$ cat src/rtl/spi_tx_queue.sv
// Memory-mapped SPI transmit queue: TX stores are buffered in a FIFO and launched one per controller transfer.
// Optional busy-rise timeout is enabled by defining SPI_TXQ_TIMEOUT_EN.
module spi_tx_queue #(
  parameter int          DEPTH       = 8,
  parameter int          ADDR_W      = 3,
  parameter logic [31:0] TXDATA_ADDR = 32'h0000_0100,
  parameter logic [31:0] CTRL_ADDR   = 32'h0000_0104,
  parameter logic [31:0] STAT_ADDR   = 32'h0000_0108,
  parameter int          BUSY_TO     = 16
) (
  input  logic        i_clk,
  input  logic        i_reset,
  input  logic [31:0] i_addr,
  input  logic [31:0] i_data,
  input  logic        i_we,
  input  logic        i_spi_busy,
  output logic [31:0] o_spi_data,
  output logic        o_spi_start,
  output logic [31:0] o_rdata,
  output logic        o_full,
  output logic        o_empty,
  output logic        o_overflow,
  output logic        o_timeout
);

`ifdef SPI_TXQ_TIMEOUT_EN
  localparam bit TO_EN = 1'b1;
`else
  localparam bit TO_EN = 1'b0;
`endif

  localparam int             TO_W     = $clog2(BUSY_TO + 1);
  localparam logic [ADDR_W:0] FULL_CNT = (ADDR_W + 1)'(DEPTH);

  typedef enum logic [1:0] {
    IDLE      = 2'd0,
    LAUNCH    = 2'd1,
    WAIT_BUSY = 2'd2,
    WAIT_DONE = 2'd3
  } state_t;

  state_t            state;
  logic [31:0]       mem [DEPTH];
  logic [ADDR_W-1:0] wr_ptr;
  logic [ADDR_W-1:0] rd_ptr;
  logic [ADDR_W:0]   count;
  logic [ADDR_W:0]   count_nxt;
  logic [TO_W-1:0]   to_cnt;
  logic [3:0]        cnt4;

  logic push_req, ctrl_wr, flush, clr, pop, push_ok, drop, to_hit;

  assign push_req = i_we && (i_addr == TXDATA_ADDR);
  assign ctrl_wr  = i_we && (i_addr == CTRL_ADDR);
  assign flush    = ctrl_wr && i_data[0];
  assign clr      = ctrl_wr && i_data[1];
  assign pop      = (state == IDLE) && !o_empty && !i_spi_busy;
  // A pop in the same cycle frees a slot, so a full queue still accepts the store.
  assign push_ok  = push_req && !flush && ((count < FULL_CNT) || pop);
  assign drop     = push_req && !flush && !((count < FULL_CNT) || pop);
  assign to_hit   = TO_EN && (state == WAIT_BUSY) && !i_spi_busy &&
                    (to_cnt == TO_W'(BUSY_TO - 1));

  always_comb begin
    count_nxt = count;
    if (flush) begin
      count_nxt = '0;
    end else if (push_ok && !pop) begin
      count_nxt = count + 1'b1;
    end else if (pop && !push_ok) begin
      count_nxt = count - 1'b1;
    end
  end

  always_ff @(posedge i_clk) begin
    if (push_ok) begin
      mem[wr_ptr] <= i_data;
    end
  end

  always_ff @(posedge i_clk) begin
    if (i_reset) begin
      wr_ptr  <= '0;
      rd_ptr  <= '0;
      count   <= '0;
      o_full  <= 1'b0;
      o_empty <= 1'b1;
    end else begin
      if (flush) begin
        wr_ptr <= '0;
        rd_ptr <= '0;
      end else begin
        if (push_ok) wr_ptr <= wr_ptr + ADDR_W'(1);
        if (pop)     rd_ptr <= rd_ptr + ADDR_W'(1);
      end
      count   <= count_nxt;
      o_full  <= (count_nxt == FULL_CNT);
      o_empty <= (count_nxt == '0);
    end
  end

  // A fresh event in the same cycle as a clear keeps the flag set.
  always_ff @(posedge i_clk) begin
    if (i_reset) begin
      o_overflow <= 1'b0;
      o_timeout  <= 1'b0;
    end else begin
      if (drop)     o_overflow <= 1'b1;
      else if (clr) o_overflow <= 1'b0;
      if (to_hit)   o_timeout  <= 1'b1;
      else if (clr) o_timeout  <= 1'b0;
    end
  end

  always_ff @(posedge i_clk) begin
    if (i_reset) begin
      state       <= IDLE;
      o_spi_data  <= '0;
      o_spi_start <= 1'b0;
      to_cnt      <= '0;
    end else begin
      o_spi_start <= 1'b0;
      case (state)
        IDLE: begin
          if (pop) begin
            o_spi_data  <= mem[rd_ptr];
            o_spi_start <= 1'b1;
            state       <= LAUNCH;
          end
        end
        LAUNCH: begin
          to_cnt <= '0;
          state  <= WAIT_BUSY;
        end
        WAIT_BUSY: begin
          if (i_spi_busy)  state  <= WAIT_DONE;
          else if (to_hit) state  <= IDLE;
          else if (TO_EN)  to_cnt <= to_cnt + TO_W'(1);
        end
        WAIT_DONE: begin
          if (!i_spi_busy) state <= IDLE;
        end
        default: state <= IDLE;
      endcase
    end
  end

  assign cnt4    = 4'(count);
  assign o_rdata = (i_addr == STAT_ADDR) ?
                   {20'b0, cnt4, 2'b0, 2'(state), o_timeout, o_overflow, o_full, o_empty} : 32'b0;

endmodule

$ cat config.mk
export PLATFORM = sky130hd
export DESIGN_NAME = spi_tx_queue
export DESIGN_NICKNAME = d
export VERILOG_FILES = /design/src/rtl/spi_tx_queue.sv
export SDC_FILE = /design/constraint.sdc
export NUM_CORES = 1
export LEC_CHECK = 0
export ABC_CLOCK_PERIOD_IN_PS = 5040
export CAP_MARGIN = 25
export CELL_PAD_IN_SITES_DETAIL_PLACEMENT = 2
export CELL_PAD_IN_SITES_GLOBAL_PLACEMENT = 2
export CORE_MARGIN = 3
export CORE_UTILIZATION = 44
export CTS_BUF_LIST = sky130_fd_sc_hd__clkbuf_4 sky130_fd_sc_hd__clkbuf_8
export DETAILED_ROUTE_END_ITERATION = 7
export PLACE_DENSITY_LB_ADDON = 0.1
export SLEW_MARGIN = 20
export SYNTH_ARGS = -nofsm -noshare
export SYNTH_HDL_FRONTEND = slang
export SYNTH_SLANG_ARGS = --single-unit
$ cat constraint.sdc
create_clock -name i_clk -period 5.04 [get_ports i_clk]
set_clock_uncertainty 0.05 [all_clocks]
set_input_delay 0.756 -clock i_clk [delete_from_list [all_inputs] [get_ports i_clk]]
set_output_delay 0.756 -clock i_clk [all_outputs]
set_load 0.005 [all_outputs]
Yosys cells after proc, flatten, opt, wreduce, memory -nomap -nowiden
Memory sizes are Yosys's and may differ from the RTL's. A register that Yosys moved wholly into a read port is not among the register bits. Cells that the tools add are included. Widths: inputs -> output; s select.

Flip-flop bits (word level): 16. Latch bits: 0. RAM bits: 256. Memory bits (read-only): 0. Output and inout port bits: 69. Memories: 1.

Memory list: mem (depth 8, bits a word 32, rd ports 1, clocked after Yosys merged registers in 1, wr ports 1, line 43) `logic [31:0] mem [DEPTH];`.

Add/sub/neg operators: 4. Multipliers: 0. Div/mod/pow operators: 0. Order comparisons: 1. Equal/unequal tests: 10. Shift operators: 0. Muxes and demuxes: 13. Bitwise logic cells: 1. Reduce and logical (&&, ||, !) cells: 25.

Operator list (number): $eq 32x9->1 const B (3); $mux 12 (1); $mux 4 (3); $logic_and 1x1->1 (11); $pmux 2 s4 (1); $add 3x1->3 const B (2); $logic_not 1->1 (6); $mux 2 (3); $ne 2x2->1 const B (3); $mux 1 (5); $add 4x1->4 const B (1); $eq 2x2->1 const B (2); $eq 4x4->1 const B (1); $logic_not 4->1 (1); $lt 4x4->1 const B (1); $reduce_or 2->1 (2); $sub 4x1->4 const B (1); $reduce_and 3->1 (1); $eq 2x1->1 const B (1); $logic_not 2->1 (1); $reduce_and 2->1 (1); $reduce_bool 2->1 (1); $logic_or 1x1->1 (1); $not 1->1 (1).

Logic depth before layout (Yosys ltp)
Gate-level depths: netlist of run 1.

Word-level depth: 12. Depth in mapped cells: 9.

Worst setup path before layout of run 1
No wires, ideal clock.

Kind: input-to-reg. Start: in i_addr[11]. End: mem mem[0][0] (enable). Setup time: 461 ps. Data arrival time: 4200 ps. Required time: 4529 ps. Slack: 329 ps. Stages on the path: 6. Cell sequence: nor4b_2 > nand4_2 > nor3_4 > nand2_1 > or2_1 > nor3_1.

Word-level cells in the longest chain between the ends: 8.

RTL lines: from (decl) (line 13) `input logic [31:0] i_addr,`; $eq 32x9->1 (line 54) `assign ctrl_wr = i_we && (i_addr == CTRL_ADDR);`; $logic_and 1x1->1 (line 54); $logic_and 1x1->1 (line 55) `assign flush = ctrl_wr && i_data[0];`; $logic_not 1->1 (line 59) `assign push_ok = push_req && !flush && ((count < FULL_CNT) || pop);`; $logic_and 1x1->1 (*) (2 in series) (line 59); $mux 1 (*) (line 76) `if (push_ok) begin`; $mux 1 (not written as such) (*) (line 77) `mem[wr_ptr] <= i_data;`; to (decl) (line 43).

Mark *: on every way between the ends. The rest lies on a longest branch, timed or not.

Worst setup path in the final report of run 1
Start: in i_addr[17]. End: out o_rdata[9].

Word-level cells in the longest chain between the ends: 2.

RTL lines: $eq 32x9->1 (line 149) `assign o_rdata = (i_addr == STAT_ADDR) ?`; $mux 12 (line 149); to (decl) (line 19) `output logic [31:0] o_rdata,`.

Every way passes these cells.

==> impl_metrics.yaml, run 1 <==
finish:
  fin_area_um2: 14490
  num_antenna_cells: 0
  final_layout_size_suffix_gt1_frac: 0.2290
  final_cell_mix: "sky130_fd_sc_hd__edfxtp_1, sky130_fd_sc_hd__clkdlybuf4s50_1, sky130_fd_sc_hd__mux4_2"
  synthToLayoutAreaGrowth_pct: 22.09
  post-route-util: 0.5513
  most_common_library_cell_in_the_layout_ignoring_fill_and_taps: "sky130_fd_sc_hd__edfxtp_1"
  fin_nets: 858
  finish.cell_count_without_fillers: 1156
worst_setup_path:
  critPathArrivalTime_ns: 2.95
  critPathKind: "in -> out"
  r2r_cells: 8
  critical_path.startpoint: "i_addr[17]"
  reg2reg_slack_ns: 1.83
  startpoint_type: "input port"
  timing.critical_path.fanout_max: 9
  reg_to_reg_critical_path_startpoint: "state[0]"
  worst-endpoint-required_ns: 4.23
  critical_path_sink: "o_rdata[9]"
  critical_path.endpoint_type: "output port"
  worst_r2r_endpoint: "mem[2][15]"
route:
  detailedRoute.firstIterationViolations: 520
  post_route_drc_violation_count: 0
  final_antenna_net_count: 0
  routed-via-count: 6490
  detail_route.vias_per_cell: 5.614
  firstDrtPassIters: 4
  totalWireLength_mm: 32.28
  routed_wire_length_per_instance_um: 27.92
clock_network:
  tritoncts.num_buffers: 48
  cts_tree: "done"
  clockRootBuffer: "sky130_fd_sc_hd__clkbuf_8"
  cts_max_level: 2
  tritoncts_num_sinks: 304
  post_cts_buffers: 0
  clk_pin_slew_ns: 0.06
  post_cts.resized_instances: 0
  clk-insertion-delay-late_ns: 0.58
  cts-hold-fix-buffers: 0
  ctsLongestPathBuffers: 3
yosys:
  async_flop_share: 0
  synth_cell_type_count: 42
  synth_enable_flop_cells: 256
  synth-seq-cells: 304
  sequential_share_of_the_synthesized_area: 0.7288
  synth_warnings: 0
  top_flip_flop_cell_by_instance_count_after_synthesis: "sky130_fd_sc_hd__edfxtp_1"
  avgSynthCellArea_um2: 18.66
  syn-cell-area_um2: 11870
  synthCells: 636
global_route:
  grt_pass1_wl_mm: 49.01
  grt_overflow: 0
  grt_start_max_net_pins: 48
  global_route.usage.total: 0.2285
  grt_antenna_before_repair: 0
  grt_pass1_vias: 7394
placed_design:
  placed_cells: 1066
  io_buffer_count: 112
  gp_congestion: 0.7542
  placedInstanceArea_um2: 13440
  dpl.hpwl_mm: 18.95
timing:
  timing.final.crit_period_ns: 3.751
  max_freq_ghz: 0.2666
  fin_crit_sh: 0.7443
  worst-slew-pin-transition_ns: 0.9834
  timing.final.setup_violations: 0
  slew_violations: 0
  timing.max_slew.rel_slack: 0.3444
  finalHoldViolations: 0
  fin_setup_tns_ns: 0
  rsz_0062_raised_after_global_routing: "false"
die:
  die_width_um: 170.2
  io_pins: 137
  initial_core_util: 0.4515
  placement_rows: 59
  die-area_um2: 28970
  core_um2: 26280
  die_height_um: 170.2
pwr:
  netSwitchingPower_w: 0.001472
  p_int_w: 0.004409
  power.sequential.fraction: 0.495
  switching_share: 0.2503
  cellLeakagePower_nw: 4.546
  power_frac_clock: 0.379
  gate_power_share: 0.126
  pwr_density_cell_nw_per_um2: 405.9
  worst_supply_voltage_drop_on_vdd_v: 0.0003361
min_path:
  timing.hold.worst.class: "reg -> reg"
  holdPathStages: 2
job:
  maxCapViolations: 0
run_status:
  status: "complete, no violations"
layer usage:
layer | up-vias | global-route usage | routed length [um]
met1 | 3395 | 0.3022 | 13180
li1 | 2794 | - | -
met5 | - | 0 | 0
met4 | 0 | 0.06208 | 675
met3 | 47 | 0.03693 | 1635
met2 | 254 | 0.3965 | 16780
cell type report:
class	count	area, um^2
fill	2231	11790
sequential	304	8655
multi-input combinational	293	3032
timing repair buffer	130	1346
clock buffer	74	918.4
tap	335	419.2
clock inverter	15	98.84
inverter	5	18.77
logic make-up after synthesis:
family                     count (synthesis)  share of synthesized area
AOI/OAI and AO/OA                         48                    0.02973
xor gates and xnor gates                   6                   0.004428
muxes                                    100                     0.1518
other                                      1                  0.0003160
and+or+nand+nor                          107                    0.04840
buffers and inverters                     62                    0.02805
DFF                                      304                     0.7288
adders and majority gates                  8                   0.008436
worst max-delay path, stage by stage:
cell                              delay (ns)
sky130_fd_sc_hd__clkdlybuf4s50_1        0.43
sky130_fd_sc_hd__nor4_2                 0.35
sky130_fd_sc_hd__nand4_2                0.24
sky130_fd_sc_hd__nor4b_1                0.33
sky130_fd_sc_hd__buf_4                  0.20
sky130_fd_sc_hd__and2_1                 0.12
sky130_fd_sc_hd__clkdlybuf4s50_1        0.51
synth_stat cells (5+ instances only):
cell type	count	area (um^2)
sky130_fd_sc_hd__nor4_2	6	75.07
sky130_fd_sc_hd__ha_1	8	100.1
sky130_fd_sc_hd__buf_2	8	40.04
sky130_fd_sc_hd__nor2_1	54	202.7
sky130_fd_sc_hd__buf_4	24	180.2
sky130_fd_sc_hd__inv_1	5	18.77
sky130_fd_sc_hd__mux4_2	64	1441
sky130_fd_sc_hd__edfxtp_1	256	7687
sky130_fd_sc_hd__clkbuf_1	20	75.07
sky130_fd_sc_hd__dfxtp_1	48	960.9
sky130_fd_sc_hd__mux2i_1	36	360.4
sky130_fd_sc_hd__buf_1	5	18.77
sky130_fd_sc_hd__and2_1	10	62.56
sky130_fd_sc_hd__nand3_1	6	30.03
sky130_fd_sc_hd__nand2_1	9	33.78
sky130_fd_sc_hd__a211oi_1	34	255.2
worst min path at each step:
stage                         from        endpoint
floorplan                wr_ptr[2]       wr_ptr[2]
global placement    o_spi_data[20]  o_spi_data[20]
detailed placement  o_spi_data[28]  o_spi_data[28]
CTS                  o_spi_data[1]   o_spi_data[1]
global route         o_spi_data[0]   o_spi_data[0]
finish               o_spi_data[1]   o_spi_data[1]
power groups by stage:
stage               Combinational (W)  Clock, W  Sequential [W]
finish                       0.000741   0.00223         0.00291
global route                 0.000810   0.00239         0.00293
CTS                          0.000747   0.00228         0.00292
detailed placement           0.000727         0         0.00297
global placement             0.000680         0         0.00296
floorplan                    0.000473         0         0.00290
sequential cells by signal (all words and copies together) (netlist names):
register     cells
o_empty          1
o_spi_data      32
mem            256
rd_ptr           3
wr_ptr           3
state            2
o_full           1
cnt4             4
o_overflow       1
o_spi_start      1
stage by stage:
stage / hold slack [ns] / total power, W / worst slack, ns
3_3_place_gp: 0.4368 / 0.003643 / 1.148
4_1_cts: 0.4582 / 0.005944 / 1.247
2_1_floorplan: 0.4426 / 0.003372 / 0.3291
6_report: 0.4509 / 0.005880 / 1.289
3_5_place_dp: 0.4477 / 0.003698 / 0.9835
5_1_grt: 0.4766 / 0.006133 / 1.063
Power figures use the tool's default switching activity.
==> run 2, diff against run 1 <==
--- a/config.mk
+++ b/config.mk
@@ -5,7 +5,7 @@
 export SDC_FILE = /design/constraint.sdc
 export NUM_CORES = 1
 export LEC_CHECK = 0
-export ABC_CLOCK_PERIOD_IN_PS = 5040
+export ABC_CLOCK_PERIOD_IN_PS = 3850
 export CAP_MARGIN = 25
 export CELL_PAD_IN_SITES_DETAIL_PLACEMENT = 2
 export CELL_PAD_IN_SITES_GLOBAL_PLACEMENT = 2
==> constraint.sdc (replaced) <==
create_clock -name i_clk -period 3.85 [get_ports i_clk]
set_clock_uncertainty 0.05 [all_clocks]
set_input_delay 0.5775 -clock i_clk [delete_from_list [all_inputs] [get_ports i_clk]]
set_output_delay 0.5775 -clock i_clk [all_outputs]
set_load 0.005 [all_outputs]
==> run 2 against run 1 <==
Compared with the run above: setup slack got worse by 0.81 ns; count of clock-buffer cells in the layout rose by 1; cell area rose by 0.98%; global-route usage fell by 1.3 points; hold slack improved by 0.0024 ns; largest cell class unchanged; clock power rose by 30%.
==> impl_metrics.yaml, run 2 (synthesized netlist as in run 1, its figures left out) <==
run_status:
  status: "complete, no violations"
timing:
  timing.final.setup_violations: 0
  fin_crit_sh: 0.8765
  timing.final.crit_period_ns: 3.374
  max_freq_ghz: 0.2963
  fin_setup_tns_ns: 0
  finalHoldViolations: 0
  rsz_0062_raised_after_global_routing: "false"
  slew_violations: 0
  worst-slew-pin-transition_ns: 1.033
  timing.max_slew.rel_slack: 0.3111
placed_design:
  io_buffer_count: 112
  gp_congestion: 0.7816
  dpl.hpwl_mm: 18.92
  placedInstanceArea_um2: 13580
worst_setup_path:
  critical-path-top-cell-by-count: "sky130_fd_sc_hd__clkdlybuf4s50_1"
  startpoint_type: "input port"
  reg2reg_slack_ns: 0.94
  critical_path.endpoint_type: "output port"
  critPathBufInv: 3
  critPathKind: "in -> out"
  cpPeakStageDelay_ns: 0.50
  crit_path_cells: "clkdlybuf4s50_1 > nor4b_2 > nand4_2 > nor4b_1 > buf_4 > and2_1 > clkdlybuf4s50_1"
  cpLargestDelayFamily: "buffers and inverters"
  critPathArrivalTime_ns: 2.75
  cpMaxStageDelayCell: "sky130_fd_sc_hd__clkdlybuf4s50_1"
  timing.critical_path.fanout_max: 9
  worst-endpoint-required_ns: 3.22
finish:
  final_cell_mix: "sky130_fd_sc_hd__edfxtp_1, sky130_fd_sc_hd__clkdlybuf4s50_1, sky130_fd_sc_hd__mux4_2"
  multi_input_comb_area_um2: 3044
  area.sequential_um2: 8655
  most_common_library_cell_in_the_layout_ignoring_fill_and_taps: "sky130_fd_sc_hd__edfxtp_1"
  num-fill-cells: 2247
  fin_nets: 868
  final_layout_size_suffix_gt1_frac: 0.2425
  largest_register: "mem"
  number_of_flip_flops_under_the_largest_register_name: 256
  synthToLayoutAreaGrowth_pct: 23.28
  num_antenna_cells: 0
  fin_area_um2: 14630
die:
  placement_rows: 59
  die_width_um: 170.2
  io_pins: 137
  core_um2: 26280
  die-area_um2: 28970
  die_height_um: 170.2
  initial_core_util: 0.4515
clock_network:
  cts-hold-fix-buffers: 0
  tritoncts.num_buffers: 49
  clockRootBuffer: "sky130_fd_sc_hd__clkbuf_8"
  post_cts.resized_instances: 0
  post_cts_buffers: 0
  tritoncts_num_sinks: 304
  ctsLongestPathBuffers: 3
  clk-insertion-delay-late_ns: 0.57
  clk_pin_slew_ns: 0.06
  cts_max_level: 2
  cts_tree: "done"
global_route:
  grt_antenna_before_repair: 0
  grt_pass1_vias: 7323
  grt_overflow: 0
  grt_start_max_net_pins: 38
  global_route.usage.total: 0.2159
  grt_pass1_wl_mm: 46.84
route:
  firstDrtPassIters: 4
  detail_route.vias_per_cell: 5.575
  routed_wire_length_per_instance_um: 26.32
  post_route_drc_violation_count: 0
  routed-via-count: 6512
  detailedRoute.firstIterationViolations: 574
  totalWireLength_mm: 30.74
  final_antenna_net_count: 0
pwr:
  cellLeakagePower_nw: 4.613
  worst_supply_voltage_drop_on_vdd_v: 0.0003201
  pwr_density_cell_nw_per_um2: 526.3
job:
  maxCapViolations: 0
min_path:
  timing.hold.worst.class: "reg -> reg"
-- run 2: report_power, final --
part           switching, W  internal [W]
sequential         0.000134       0.00366
clock               0.00129       0.00162
combinational      0.000454      0.000537
-- run 2: cell type report --
class | instances | share of cell area
clock buffers | 75 | 0.06372
clock inverters | 17 | 0.007954
inverters | 5 | 0.001283
multi-input cells | 293 | 0.2081
flip-flops and latches | 304 | 0.5916
well taps | 335 | 0.02865
repair buffers | 139 | 0.09870
-- run 2: final timing paths --
check | endpoint | startpoint | cells past startpoint
hold reg to reg | o_spi_data[0] | o_spi_data[0] | 2
hold / removal | o_spi_data[0] | o_spi_data[0] | 2
setup reg to reg | mem[2][4] | state[0] | 8
setup / recovery | o_rdata[2] | i_addr[11] | 7
-- run 2: layer usage --
layer,up-vias,GRT usage,part of all wire
li1,2814,-,-
met1,3423,0.2881,0.42
met2,226,0.3672,0.51
met3,49,0.04460,0.052
met4,0,0.05185,0.018
met5,-,0,0
-- run 2: per-stage QoR --
| stage | utilization | setup slack, ns | hold slack [ns] | cells | total power [W] |
|---|---|---|---|---|---|
| after floorplan | - | 0.1778 | 0.4426 | 659 | 0.004415 |
| after global placement | 0.5168 | 0.5205 | 0.4356 | 1076 | 0.004795 |
| after detailed placement | 0.5168 | 0.4431 | 0.4465 | 1076 | 0.004864 |
| after CTS | 0.5567 | 0.4369 | 0.4551 | 1168 | 0.007813 |
| after global routing | 0.5567 | 0.3129 | 0.4789 | 1168 | 0.008045 |
| final | 0.5567 | 0.4756 | 0.4533 | 1168 | 0.007699 |
-- run 2: worst reg2reg max path: stages (launching register included) --
cell	delay, ns
sky130_fd_sc_hd__dfxtp_1	0.33
sky130_fd_sc_hd__inv_1	0.12
sky130_fd_sc_hd__ha_1	0.23
sky130_fd_sc_hd__or3b_2	0.59
sky130_fd_sc_hd__nand2_1	0.21
sky130_fd_sc_hd__nand2_1	0.12
sky130_fd_sc_hd__or2_1	0.38
sky130_fd_sc_hd__nor2_4	0.37
sky130_fd_sc_hd__buf_12	0.22
